<file path="src/rtl/exponential_unit.sv">
// Sequential e^x for unsigned Q0.16 x, result Q2.16.
// Horner-form Taylor series sharing one multiplier.
module exponential_unit #(
  parameter int TERMS = 8,
  parameter int XW    = 16
) (
  input  logic          clk,
  input  logic          rst,
  input  logic          start,
  input  logic [XW-1:0] x,
  output logic          done,
  output logic [1:0]    intpart,
  output logic [XW-1:0] fracpart
);

  typedef enum logic [1:0] {
    IDLE,
    MULX,
    MULC,
    DONE
  } state_t;

  localparam logic [XW+1:0] ONE = {2'b01, {XW{1'b0}}};

  state_t        state;
  logic          start_q;
  logic [XW-1:0] xr;
  logic [XW+1:0] acc;
  logic [XW+1:0] t;
  logic [3:0]    k;

  logic [XW:0]     rom [16];
  logic [2*XW+1:0] px;
  logic [2*XW+1:0] pc;
  logic            unused_lo;

  // c[k] = floor(2^XW / k), entry 0 never addressed
  for (genvar i = 0; i < 16; i++) begin : g_rom
    if (i == 0) begin : g_zero
      assign rom[i] = '0;
    end else begin : g_coef
      assign rom[i] = (XW+1)'((1 << XW) / i);
    end
  end

  assign px = {{XW{1'b0}}, acc} * {{(XW+2){1'b0}}, xr};
  assign pc = {{XW{1'b0}}, t} * {{(XW+1){1'b0}}, rom[k]};

  assign unused_lo = ^{px[XW-1:0], pc[XW-1:0]};

  always_ff @(posedge clk) begin
    if (!rst) begin
      state   <= IDLE;
      acc     <= '0;
      xr      <= '0;
      t       <= '0;
      k       <= '0;
      start_q <= 1'b0;
      done    <= 1'b0;
    end else begin
      start_q <= start;
      unique case (state)
        IDLE, DONE: begin
          if (start && !start_q) begin
            xr    <= x;
            acc   <= ONE;
            k     <= 4'(TERMS);
            done  <= 1'b0;
            state <= MULX;
          end
        end
        MULX: begin
          t     <= px[2*XW+1:XW];
          state <= MULC;
        end
        MULC: begin
          acc <= ONE + pc[2*XW+1:XW];
          k   <= k - 4'd1;
          if (k == 4'd1) begin
            done  <= 1'b1;
            state <= DONE;
          end else begin
            state <= MULX;
          end
        end
        default: state <= IDLE;
      endcase
    end
  end

  assign intpart  = acc[XW+1:XW];
  assign fracpart = acc[XW-1:0];

endmodule

</file>
<file path="config.mk">
export PLATFORM = sky130hd
export DESIGN_NAME = exponential_unit
export DESIGN_NICKNAME = d
export VERILOG_FILES = /design/src/rtl/exponential_unit.sv
export SDC_FILE = /design/constraint.sdc
export NUM_CORES = 1
export LEC_CHECK = 0
export CORE_MARGIN = 1
export CORE_UTILIZATION = 70
export CTS_BUF_LIST = sky130_fd_sc_hd__clkbuf_4
export CTS_CLUSTER_DIAMETER = 200
export DETAILED_ROUTE_END_ITERATION = 8
export PLACE_DENSITY = 0.91
export SLEW_MARGIN = 20
export SYNTH_ARGS = -nofsm -noshare
export SYNTH_HDL_FRONTEND = slang
export SYNTH_SLANG_ARGS = --single-unit
</file>
<file path="constraint.sdc">
create_clock -name clk -period 11.3 [get_ports clk]
set_clock_uncertainty 0.1 [all_clocks]
set_input_delay 1.695 -clock clk [delete_from_list [all_inputs] [get_ports clk]]
set_output_delay 1.695 -clock clk [all_outputs]
set_load 0.005 [all_outputs]
</file>
# Word-level counts from Yosys, hierarchy flattened
# Memory sizes are Yosys's and may differ from the RTL's.
# Index checks and enable logic that the tools add are counted.
# op_classes
add_sub_neg	2
mul	2
div_mod_pow	0
order_cmp	1
eq_ne	6
n_shift	0
n_mux	12
bitwise_logic	1
n_reduce_logical	8
# ops
operator	n
$pmux W18 S2	1
$mul A18 B16 Y34	1
$mul A18 B17 Y34	1
$mux W17	2
$add A17 B18 Y18 const A	1
$mux W18	1
$pmux W4 S2	1
$pmux W2 S3	1
$ge A5 B5 Y1 const B	1
$not A4 Y5	1
$eq A2 B2 Y1 const B	2
$eq A4 B1 Y1 const B	1
$mux W2	2
$mux W4	1
$ne A2 B2 Y1 const B	2
$reduce_and A2 Y1	2
$sub A4 B1 Y4 const B	1
$reduce_and A3 Y1	1
$eq A2 B1 Y1 const B	1
$logic_not A2 Y1	1
$mux W1	2
$pmux W1 S2	1
$reduce_bool A2 Y1	1
$reduce_or A2 Y1	1
2 further kinds	2
# word_totals
regBits	60
latchBits	0
ram_bits	0
romBits	272
in_bits	19
output_inout_bits	19
wordCells	40
memories	1
# memory_table
name	depth	width	rd	rd_ports_with_merged_regs	write_ports	line_no	rtl
(no name shown)	16	17	1	0	0	47	assign pc = {{XW{1'b0}}, t} * {{(XW+1){1'b0}}, rom[k]};

# Longest topological paths before layout
# Gate-level depths: netlist of run 1.
# logic_depth
depth_word	7
ltp_mapped	32

# Least setup slack after synthesis of run 1
# No wires, ideal clock.
# synth_timing
path_kind	reg2reg
start	reg k[0]
end	reg acc[14]
arrival_ns	7.003
required_time_ns	11.071
setup_slack_ns	4.068
stages_incl_launch_ff	27
period_less_slack_ns	7.232
cell_sequence	dfxtp_1 > clkbuf_1 > inv_1 > ha_1 > nor2b_1 > o31ai_1 > clkbuf_1 > nand2_1 > fa_1 > fa_1 > inv_1 > fa_1 > fa_1 > fa_1 > inv_1 > fa_1 > inv_1 > ha_1 > and3_1 > and3_1 > a22oi_1 > o21ai_1 > a221oi_2 > o22ai_1 > o41ai_1 > xor2_1 > o21ai_0
# synth_via
elab_chain_cells	7
# synth_lines
element	line_no	rtl
from (decl)	30	logic [3:0] k;
from (signal assigned)	67	k <= 4'(TERMS);
from (signal assigned)	78	k <= k - 4'd1;
$not A4 Y5 (implied by the code)	47	
$mem_v2 Z16 W17	-	
$mux W17 (implied by the code) (2 in a row)	47	
$mul A18 B17 Y34	47	
$add A17 B18 Y18	77	acc <= ONE + pc[2*XW+1:XW];
$pmux W18 S2	62	unique case (state)
to (signal assigned)	77	
to (decl)	28	logic [XW+1:0] acc;
# No other way between the ends. The select of a mux whose other input is x is not followed.
# A chain may end at the register's enable or synchronous reset.

# Worst setup path after layout of run 1
# layout_timing
start	reg k[0]
end	reg acc[13]
# The elaborated chain is that of the path after synthesis.

==> impl_metrics.toml, run 1 <==
[run_status]
result_of_the_run = "finished clean"

[pwr]
leakagePower_nw = 10.9
power.density_cell_area_mw_per_mm2 = 29.2
report.power.total_mw = 0.623
worst_vdd_rail_ir_drop_v = 0.0000515

[floorplanning]
fp.dieH_um = 173
core_region_area_mm2 = 0.0288
core.rowCount = 62
top_level_ports = 38
start_util = 0.715
width_of_the_die_um = 173
fp.dieArea_mm2 = 0.0301

[final_layout]
mostFrequentLayoutCells = "sky130_fd_sc_hd__inv_1 (555), sky130_fd_sc_hd__fa_1 (457), sky130_fd_sc_hd__nand2_1 (446), sky130_fd_sc_hd__ha_1 (216), sky130_fd_sc_hd__and2_1 (186)"
final_nets = 3013
post_layout_nonfiller_instances = 2711
finalInstanceArea_mm2 = 0.0213
syn2layout_area_growth_pct = 3.57
mostFrequentLayoutCell = "sky130_fd_sc_hd__inv_1"
drive_above_1_share = 0.0215

[global_route]
grt_usage = 0.355
grtUsageMet3 = 0.0625
global_route.peak_usage_layer = "met2"
grtUsageMet2 = 0.609
grt_antenna_before_repair = 1
gr-total-overflow = 0
grt_start_max_net_pins = 39
first_global_vias = 17600
grt_pass1_wl_mm = 84.1
globalRouteMet1Util = 0.446

[worst_setup_path]
worstPathRequired_ns = 11.54
worst_setup_sp_type = "register"
worst-r2r-cell-count = 28
crit_end_element = "register"
slowest_delay_ns = 0.82
cp_slowest_cell = "sky130_fd_sc_hd__o21ai_2"
rr_startpoint = "k[0]$_SDFFE_PN0P_"
rrSetupSlack_ns = 3.19
crit_start = "k[0]$_SDFFE_PN0P_"
critical_path.endpoint = "acc[13]$_SDFFE_PN0P_"
worst-endpoint-arrival_ns = 8.35
critical_path_class = "reg -> reg"
critPathMaxFanout = 18
r2r-end = "acc[13]$_SDFFE_PN0P_"

[clock_tree]
cts.clk_slew.worst_paths_ns = 0.12
clock_tree.root_cell = "sky130_fd_sc_hd__clkbuf_4"
cts_repair_resize_count = 0
clock_path_buffers = 2
ctsHtreeMaxLevel = 3
cts_setup_buffers = 0
cts_buf_count = 9
cts_hold_buffers = 0
cts.sinks = 60
clk-insertion-delay-late_ns = 0.47
cts_tree = "built"

[place]
place_inst = 2694
finalWeightedCongestion = 0.963
dpl_cell_area_mm2 = 0.0212
port-buffer-count = 37
detailed_place_hpwl_mm = 39.3

[synth]
postSynth.topFlopCell = "sky130_fd_sc_hd__dfxtp_1"
post_synth_fa_ha_maj_area_fraction = 0.576
synth-edff-count = 0
postSynth.asyncResetShare = 0
synth-xor-area-share = 0.0174
average_footprint_of_a_synthesized_cell_um2 = 8.70
synth-seq-cells = 60
synth_area_mm2 = 0.0206
netlist_instances = 2365
synth_fp_nets = 3057
post_synth_mux_area_share = 0.00730
synth_top_family_by_area = "adder cells"
synth.lib_cells_used.distinct = 56
synth_compound_area_frac = 0.0523
synth-warning-count = 0
synth_seq_area_share = 0.0584
synth-simple-area-share = 0.167

[sta]
rsz0062_at_grt = "no"
drv_slew = 0
final.setup.tns_ns = 0
worst_slew_pin_slew_ns = 1.13
final.period_utilization = 0.718
fin_hold_ws_ns = 0.438
max-slew-margin-rel = 0.246
report.final.setup_viol = 0
final-hold-violation-count = 0
post-route-min-period_ns = 8.11
timing.fmax_mhz = 123

[hold_path]
hold_path.class = "reg -> reg"

[drt]
via_per_inst = 5.79
antenna_violating_nets_post_route = 0
post-route-drc-count = 0
post_drt_wl_per_cell_um = 18.4
detailed_routing_iteration_count_for_the_pre_antenna_repair_pass = 5
wl_mm = 49.8
drt_first_iter_violations = 1131
total_number_of_vias = 15700

[flow_run]
max-cap-violations = 0
## cells in the mapped netlist (3+ instances only)
cell type                  count  area share
sky130_fd_sc_hd__o22ai_1       3     0.00091
sky130_fd_sc_hd__a21o_1       15      0.0055
sky130_fd_sc_hd__o21a_1        6      0.0022
sky130_fd_sc_hd__a211oi_1      5      0.0018
sky130_fd_sc_hd__buf_1         5     0.00091
sky130_fd_sc_hd__and2_1      186       0.057
sky130_fd_sc_hd__nor2b_1       6      0.0018
sky130_fd_sc_hd__o21ai_1       4     0.00097
sky130_fd_sc_hd__xnor2_1      25       0.011
sky130_fd_sc_hd__ha_1        216        0.13
sky130_fd_sc_hd__inv_1       555        0.10
sky130_fd_sc_hd__clkbuf_1    104       0.019
sky130_fd_sc_hd__and3_1       24      0.0073
sky130_fd_sc_hd__a31oi_1       6      0.0018
sky130_fd_sc_hd__nand4_1       4      0.0012
sky130_fd_sc_hd__fa_1        457        0.44
sky130_fd_sc_hd__nand3_1      10      0.0024
sky130_fd_sc_hd__o31ai_1       3      0.0011
sky130_fd_sc_hd__o211ai_1      4      0.0015
sky130_fd_sc_hd__xor2_1       16      0.0068
sky130_fd_sc_hd__nand2b_1      5      0.0015
sky130_fd_sc_hd__a22oi_1       4      0.0015
sky130_fd_sc_hd__o21ai_0      35      0.0085
sky130_fd_sc_hd__nand2_1     446       0.081
sky130_fd_sc_hd__nor2_1       52      0.0095
sky130_fd_sc_hd__a21oi_1      51       0.012
sky130_fd_sc_hd__nor3_1        4     0.00097
sky130_fd_sc_hd__mux2i_1      15      0.0073
sky130_fd_sc_hd__dfxtp_1      60       0.058
sky130_fd_sc_hd__and4_1        3      0.0013
sky130_fd_sc_hd__o21bai_1      6      0.0022
## registers in the layout, indices dropped and copies added, names as in the netlist
name     cells
acc         18
done         1
k            4
start_q      1
state        2
t           18
xr          16
## stage by stage
stage           util  setup slack [ns]
2_1_floorplan      -              4.07
3_5_place_dp   0.736              3.33
5_1_grt        0.741              2.71
4_1_cts        0.741              3.33
3_3_place_gp   0.736              3.68
6_report       0.741              3.19
## layout make-up
cell class	instances	area, um^2
fill	1992	7460
clock inverter	7	73.8
timing repair buffer	55	505
antenna	1	2.50
tap	384	480
sequential	60	1200
multi-input combinational	1640	16900
inverter	555	2080
clock buffer	9	67.6
## power breakdown
group / switching, mW / internal [mW]
Combinational: 0.116 / 0.0624
Clock: 0.0974 / 0.0684
Sequential: 0.0568 / 0.222
## logic make-up after synthesis
kind of cell | Yosys count
DFF | 60
adders and majority gates | 673
AOI/OAI and AO/OA | 163
and+or+nand+nor | 748
xor gates and xnor gates | 41
muxes | 15
buffers and inverters | 665
## critical path: cells and delay by family (launching register included)
family / cells / cell delay (ns)
and+or+nand+nor: 4 / 0.52
buffers and inverters: 6 / 0.43
xor gates and xnor gates: 1 / 0.17
adders and majority gates: 8 / 3.58
AOI/OAI and AO/OA: 9 / 2.65
DFF: 1 / 0.53
## metal layers
metal	up-vias	routed length, um
li1	6890	-
met1	7899	18500
met2	770	25000
met3	149	4300
met4	0	2000
met5	-	0
## worst min-delay path by stage
stage,end,slack [ns],cells after the start,start
final,state[0]$_SDFFE_PN0P_,0.44,2,state[0]$_SDFFE_PN0P_
after global routing,done$_SDFFE_PN0P_,0.48,2,done$_SDFFE_PN0P_
after floorplan,done$_SDFFE_PN0P_,0.37,2,done$_SDFFE_PN0P_
after CTS,state[0]$_SDFFE_PN0P_,0.44,2,state[0]$_SDFFE_PN0P_
after global placement,state[0]$_SDFFE_PN0P_,0.41,2,state[0]$_SDFFE_PN0P_
after detailed placement,state[0]$_SDFFE_PN0P_,0.42,2,state[0]$_SDFFE_PN0P_
(Power assumes the default switching activity.)
==> run 2, diff against run 1 <==
--- a/config.mk
+++ b/config.mk
@@ -6,11 +6,11 @@
 export NUM_CORES = 1
 export LEC_CHECK = 0
 export CORE_MARGIN = 1
-export CORE_UTILIZATION = 70
+export CORE_UTILIZATION = 67
 export CTS_BUF_LIST = sky130_fd_sc_hd__clkbuf_4
 export CTS_CLUSTER_DIAMETER = 200
 export DETAILED_ROUTE_END_ITERATION = 8
-export PLACE_DENSITY = 0.91
+export PLACE_DENSITY = 0.88
 export SLEW_MARGIN = 20
 export SYNTH_ARGS = -nofsm -noshare
 export SYNTH_HDL_FRONTEND = slang
==> constraint.sdc (replaced) <==
create_clock -name clk -period 7.6 [get_ports clk]
set_clock_uncertainty 0.1 [all_clocks]
set_input_delay 1.14 -clock clk [delete_from_list [all_inputs] [get_ports clk]]
set_output_delay 1.14 -clock clk [all_outputs]
set_load 0.005 [all_outputs]
==> run 2 against run 1 <==
Sequential power is 38% higher; flip-flop and latch count stayed put; global-route usage is 1.2 points higher; final area is 2.1% higher; critical path depth is 1 higher; total power is 56% higher; cell count is 2.0% higher; utilization is 1.4 points lower; first-iteration DRC count is 24% higher; clock-buffer cell count stayed put.
==> impl_metrics.toml, run 2 (synthesized netlist as in run 1, its figures left out) <==
[worst_setup_path]
critPathMaxFanout = 10
cp_slowest_cell = "sky130_fd_sc_hd__fa_1"
worst_setup_sp_type = "register"
worst-r2r-cell-count = 29
crit_end_element = "register"
worst-endpoint-arrival_ns = 7.60
worstPathRequired_ns = 7.83
critical_path_class = "reg -> reg"
slowest_delay_ns = 0.53

[clock_tree]
cts.sinks = 60
clock_path_buffers = 2
cts_tree = "built"
cts_hold_buffers = 0
ctsHtreeMaxLevel = 3
clock_tree.root_cell = "sky130_fd_sc_hd__clkbuf_4"
clk-insertion-delay-late_ns = 0.47
cts.clk_slew.worst_paths_ns = 0.13
cts_buf_count = 9

[global_route]
first_global_vias = 18000
grt_pass1_wl_mm = 88.9
grt_antenna_before_repair = 0
grt_usage = 0.368
grt_start_max_net_pins = 36
gr-total-overflow = 0

[drt]
antenna_violating_nets_post_route = 0
top_signal_layer_used = "met4"
via_per_inst = 5.90
met2_wirelength_mm = 26.7
post-route-drc-count = 0
total_number_of_vias = 16300
detailed_routing_iteration_count_for_the_pre_antenna_repair_pass = 6
met3WireLength_mm = 5.67
wl_mm = 54.1
route.layer.met1.wl_mm = 19.2
drt_first_iter_violations = 1404
post_drt_wl_per_cell_um = 19.6

[pwr]
clock_power_share = 0.263
sw_frac_of_total = 0.432
power.density_cell_area_mw_per_mm2 = 44.6
intPower_mw = 0.551
comb_power_share = 0.339
leakagePower_nw = 11.1
worst_vdd_rail_ir_drop_v = 0.000109
pwr-share-seq = 0.398
switchingPower_mw = 0.419

[sta]
drv_slew = 0
final-hold-violation-count = 0
rsz0062_at_grt = "yes"
max-slew-margin-rel = 0.317
fin_hold_ws_ns = 0.431
worst_slew_pin_slew_ns = 1.02
final.period_utilization = 0.970
timing.fmax_mhz = 136
setup_slack_ns = 0.230
post-route-min-period_ns = 7.37
report.final.setup_viol = 0

[flow_run]
max-cap-violations = 0

[final_layout]
drive_above_1_share = 0.0459
biggestRegsByFlops = "acc (18), t (18), xr (16)"
syn2layout_area_growth_pct = 5.72
antenna_cells = 0
mostFrequentLayoutCell = "sky130_fd_sc_hd__inv_1"
final_nets = 3061
mostFrequentLayoutCells = "sky130_fd_sc_hd__inv_1 (555), sky130_fd_sc_hd__fa_1 (457), sky130_fd_sc_hd__nand2_1 (445), sky130_fd_sc_hd__ha_1 (214), sky130_fd_sc_hd__and2_1 (186)"
post_layout_nonfiller_instances = 2764

[floorplanning]
core_region_area_mm2 = 0.0300
top_level_ports = 38
start_util = 0.687
width_of_the_die_um = 177
fp.dieArea_mm2 = 0.0314
fp.dieH_um = 177
core.rowCount = 63

[run_status]
result_of_the_run = "finished clean"

[hold_path]
hold_path.class = "reg -> reg"
cells_on_worst_hold_path = 2

[place]
finalWeightedCongestion = 0.969
place_ws_ns = -0.0874
detailed_place_hpwl_mm = 43.6
place_inst = 2745
port-buffer-count = 37
## run 2: final timing paths
| path | from | endpoint | slack [ns] |
|---|---|---|---|
| setup reg to reg | k[0]$_SDFFE_PN0P_ | acc[17]$_SDFFE_PN0P_ | 0.23 |
| setup / recovery | k[0]$_SDFFE_PN0P_ | acc[17]$_SDFFE_PN0P_ | 0.23 |
| hold reg to reg | state[0]$_SDFFE_PN0P_ | state[0]$_SDFFE_PN0P_ | 0.43 |
| hold / removal | state[0]$_SDFFE_PN0P_ | state[0]$_SDFFE_PN0P_ | 0.43 |
## run 2: per-stage QoR
step                total power, mW  cell area [um^2]   util  setup TNS (ns)
CTS                           0.954             21700  0.724               0
floorplan                     0.566             20600      -               0
global route                   1.01             21800  0.726          -0.117
detailed placement            0.700             21500  0.719          -0.222
finish                        0.971             21800  0.726               0
global placement              0.685             21500  0.719               0
## run 2: critical path: cells and delay by family (launching register included)
kind | cells | cell delay [ns]
buf+inv | 7 | 0.63
compound gates | 7 | 1.54
fa+ha+maj | 9 | 3.56
flops | 1 | 0.40
xor+xnor | 2 | 0.28
simple gates | 4 | 0.69
## run 2: final cells by class
cell class | instances | area [um^2]
timing repair buffer | 103 | 895
sequential | 60 | 1210
clock buffer | 9 | 67.6
tap | 390 | 488
clock inverter | 7 | 82.6
multi-input combinational | 1640 | 16900
inverter | 555 | 2080
fill | 2117 | 8200
## run 2: power groups by stage
stage | registers [mW] | logic, mW | clock network [mW]
2_1_floorplan | 0.348 | 0.217 | 0
3_3_place_gp | 0.388 | 0.298 | 0
3_5_place_dp | 0.389 | 0.311 | 0
4_1_cts | 0.382 | 0.313 | 0.258
5_1_grt | 0.387 | 0.354 | 0.271
6_report | 0.386 | 0.329 | 0.256
## run 2: what timing repair did
action / 4_1_cts / 5_1_grt
buffers inserted: 0 / 3
cloned: 0 / 0
pin swaps: 0 / 3
setup endpoints to repair: 4 / 9
resized for setup: 2 / 15
## run 2: per-layer routing
layer,up-vias,track usage
li1,6971,-
met1,8095,0.456
met2,1004,0.629
met3,232,0.0685
met4,0,0.156
met5,-,0
==> variant: new RTL, flow settings as in run 2 <==
Reset style: asynchronous (`rst`), changed in one clocked block.
--- a/src/rtl/exponential_unit.sv
+++ b/src/rtl/exponential_unit.sv
@@ -48,7 +48,7 @@
 
   assign unused_lo = ^{px[XW-1:0], pc[XW-1:0]};
 
-  always_ff @(posedge clk) begin
+  always_ff @(posedge clk or negedge rst) begin
     if (!rst) begin
       state   <= IDLE;
       acc     <= '0;
Formal check against the unedited RTL: differs if rst is asserted again (counterexample within 4 cycles, from zero or initial values and one cycle with rst low); with rst held inactive, the same outputs for 4 cycles.
==> variant against run 2 <==
Wire length down 3.5%; count of clock-buffer cells in the layout did not move; global-route usage is 0.40 points lower; critical path type unchanged; via count decreased by 2.9%; worst hold slack improved by 0.069 ns; sequential cell count unchanged; first-iteration DRC count decreased by 10%; setup slack better by 0.080 ns; fmax increased by 1.1%; final cell count shrank 1.8%; design area rose by 0.26%; area after synthesis rose by 1.5%.
Power is not shown: default switching activity piles up to over one toggle a cycle in this logic, so the estimate is an artifact.
==> variant: results (changes against run 2) <==
status completed (unchanged); Critical Path Max Stage Delay 0.56 ns (was 0.53 ns); initial drt markers 1260 (was 1404); hold path endpoint state[0] (unchanged); vias in the first global route 17950 (was 18030); Detailed Place HPWL 41.38 mm (was 43.57 mm); Async S/R FF share, synth 100.0% (was 0%); Area contributors post-synth fa_1 (44%), ha_1 (13%), inv_1 (10%) (unchanged); Max Fanout on Critical Path 18 (was 10); routed wl met3 4.967 mm (was 5.666 mm); routing usage on met2 61.06% (was 62.94%); GRT met1 Usage 44.10% (was 45.63%); R2R setup slack 0.31 ns (was 0.23 ns); met2 wire len 25.47 mm (was 26.73 mm); hold crit path type register to register (unchanged); Mapped Cells 2332 (was 2365); Post-DP Area 0.02166 mm2 (was 0.02152 mm2); layout cells sized above 1 4.748% (was 4.591%); post-CTS sizing 0 (was 2); hold path startpoint state[0] (unchanged); sequential fraction of the synthesis area 7.186% (was 5.836%); GPL Wtd Cong 0.9490 (was 0.9691); Critical Path Slowest Stage Cell fa_1 (unchanged); WHS 0.4998 ns (was 0.4306 ns); overall routing resource usage 36.36% (was 36.76%); Clock Latency Late Sink 0.49 ns (was 0.47 ns); wl on met1 19.14 mm (was 19.18 mm); CP Class register to register (unchanged); FF-to-FF Start k[0] (unchanged); top post-synthesis cells by count inv_1 (559), fa_1 (457), nand2_1 (430) (was inv_1 (555), fa_1 (457), nand2_1 (446)); max frequency 137.2 MHz (was 135.7 MHz); DR vias/cell 5.837 (was 5.898); Initial DRT Pass Iterations 8 (was 6); Final Non-Filler Cells 2713 (was 2764); WL/cell 19.25 um (was 19.57 um); IO buf count 37 (unchanged); most common flop cell mapped by yosys dfrtp_1 (was dfxtp_1); reg2reg path depth 24 (was 29); dpl ws 0.2103 ns (was -0.08740 ns); synth unique cells 62 (was 56); Slew headroom 32.77% (was 31.66%); Mapped Nets 3024 (was 3057); largest net degree at the start of global routing 61 (was 36); met3 Usage GRT 8.973% (was 6.851%); global-route wire length before repair 87.98 mm (was 88.88 mm)
[variant: cell count changes in the layout (fill, tap and decap cells not counted), sizes merged, moves of 6 or more]
cell | run 2 | this run
xnor2 | 25 | 19
mux2i | 15 | 5
nor2 | 52 | 19
dfxtp | 60 | 0
buf | 66 | 39
dfrtp | 0 | 60
mux2 | 0 | 28
a21oi | 52 | 43
nor3 | 4 | 11
nand2 | 446 | 430
[variant: kinds of logic after synthesis]
| kind of cell | synth area share (%) |
|---|---|
| XOR/XNOR | 1.425 |
| AND/OR/NAND/NOR | 15.94 |
| multiplexers | 1.749 |
| adder cells (fa/ha/maj) | 56.72 |
| flip-flops | 7.186 |
| AO/OA/AOI/OAI | 5.006 |
| buffers and inverters | 11.98 |
[variant: layout make-up]
class	instances	area, um2
Clock buffer	9	67.56
Clock inverter	7	80.08
Inverter	560	2102
Multi-Input combinational cell	1606	16920
Fill cell	2181	8855
Tap cell	396	495.5
Sequential cell	60	1503
Timing Repair Buffer	75	650.6
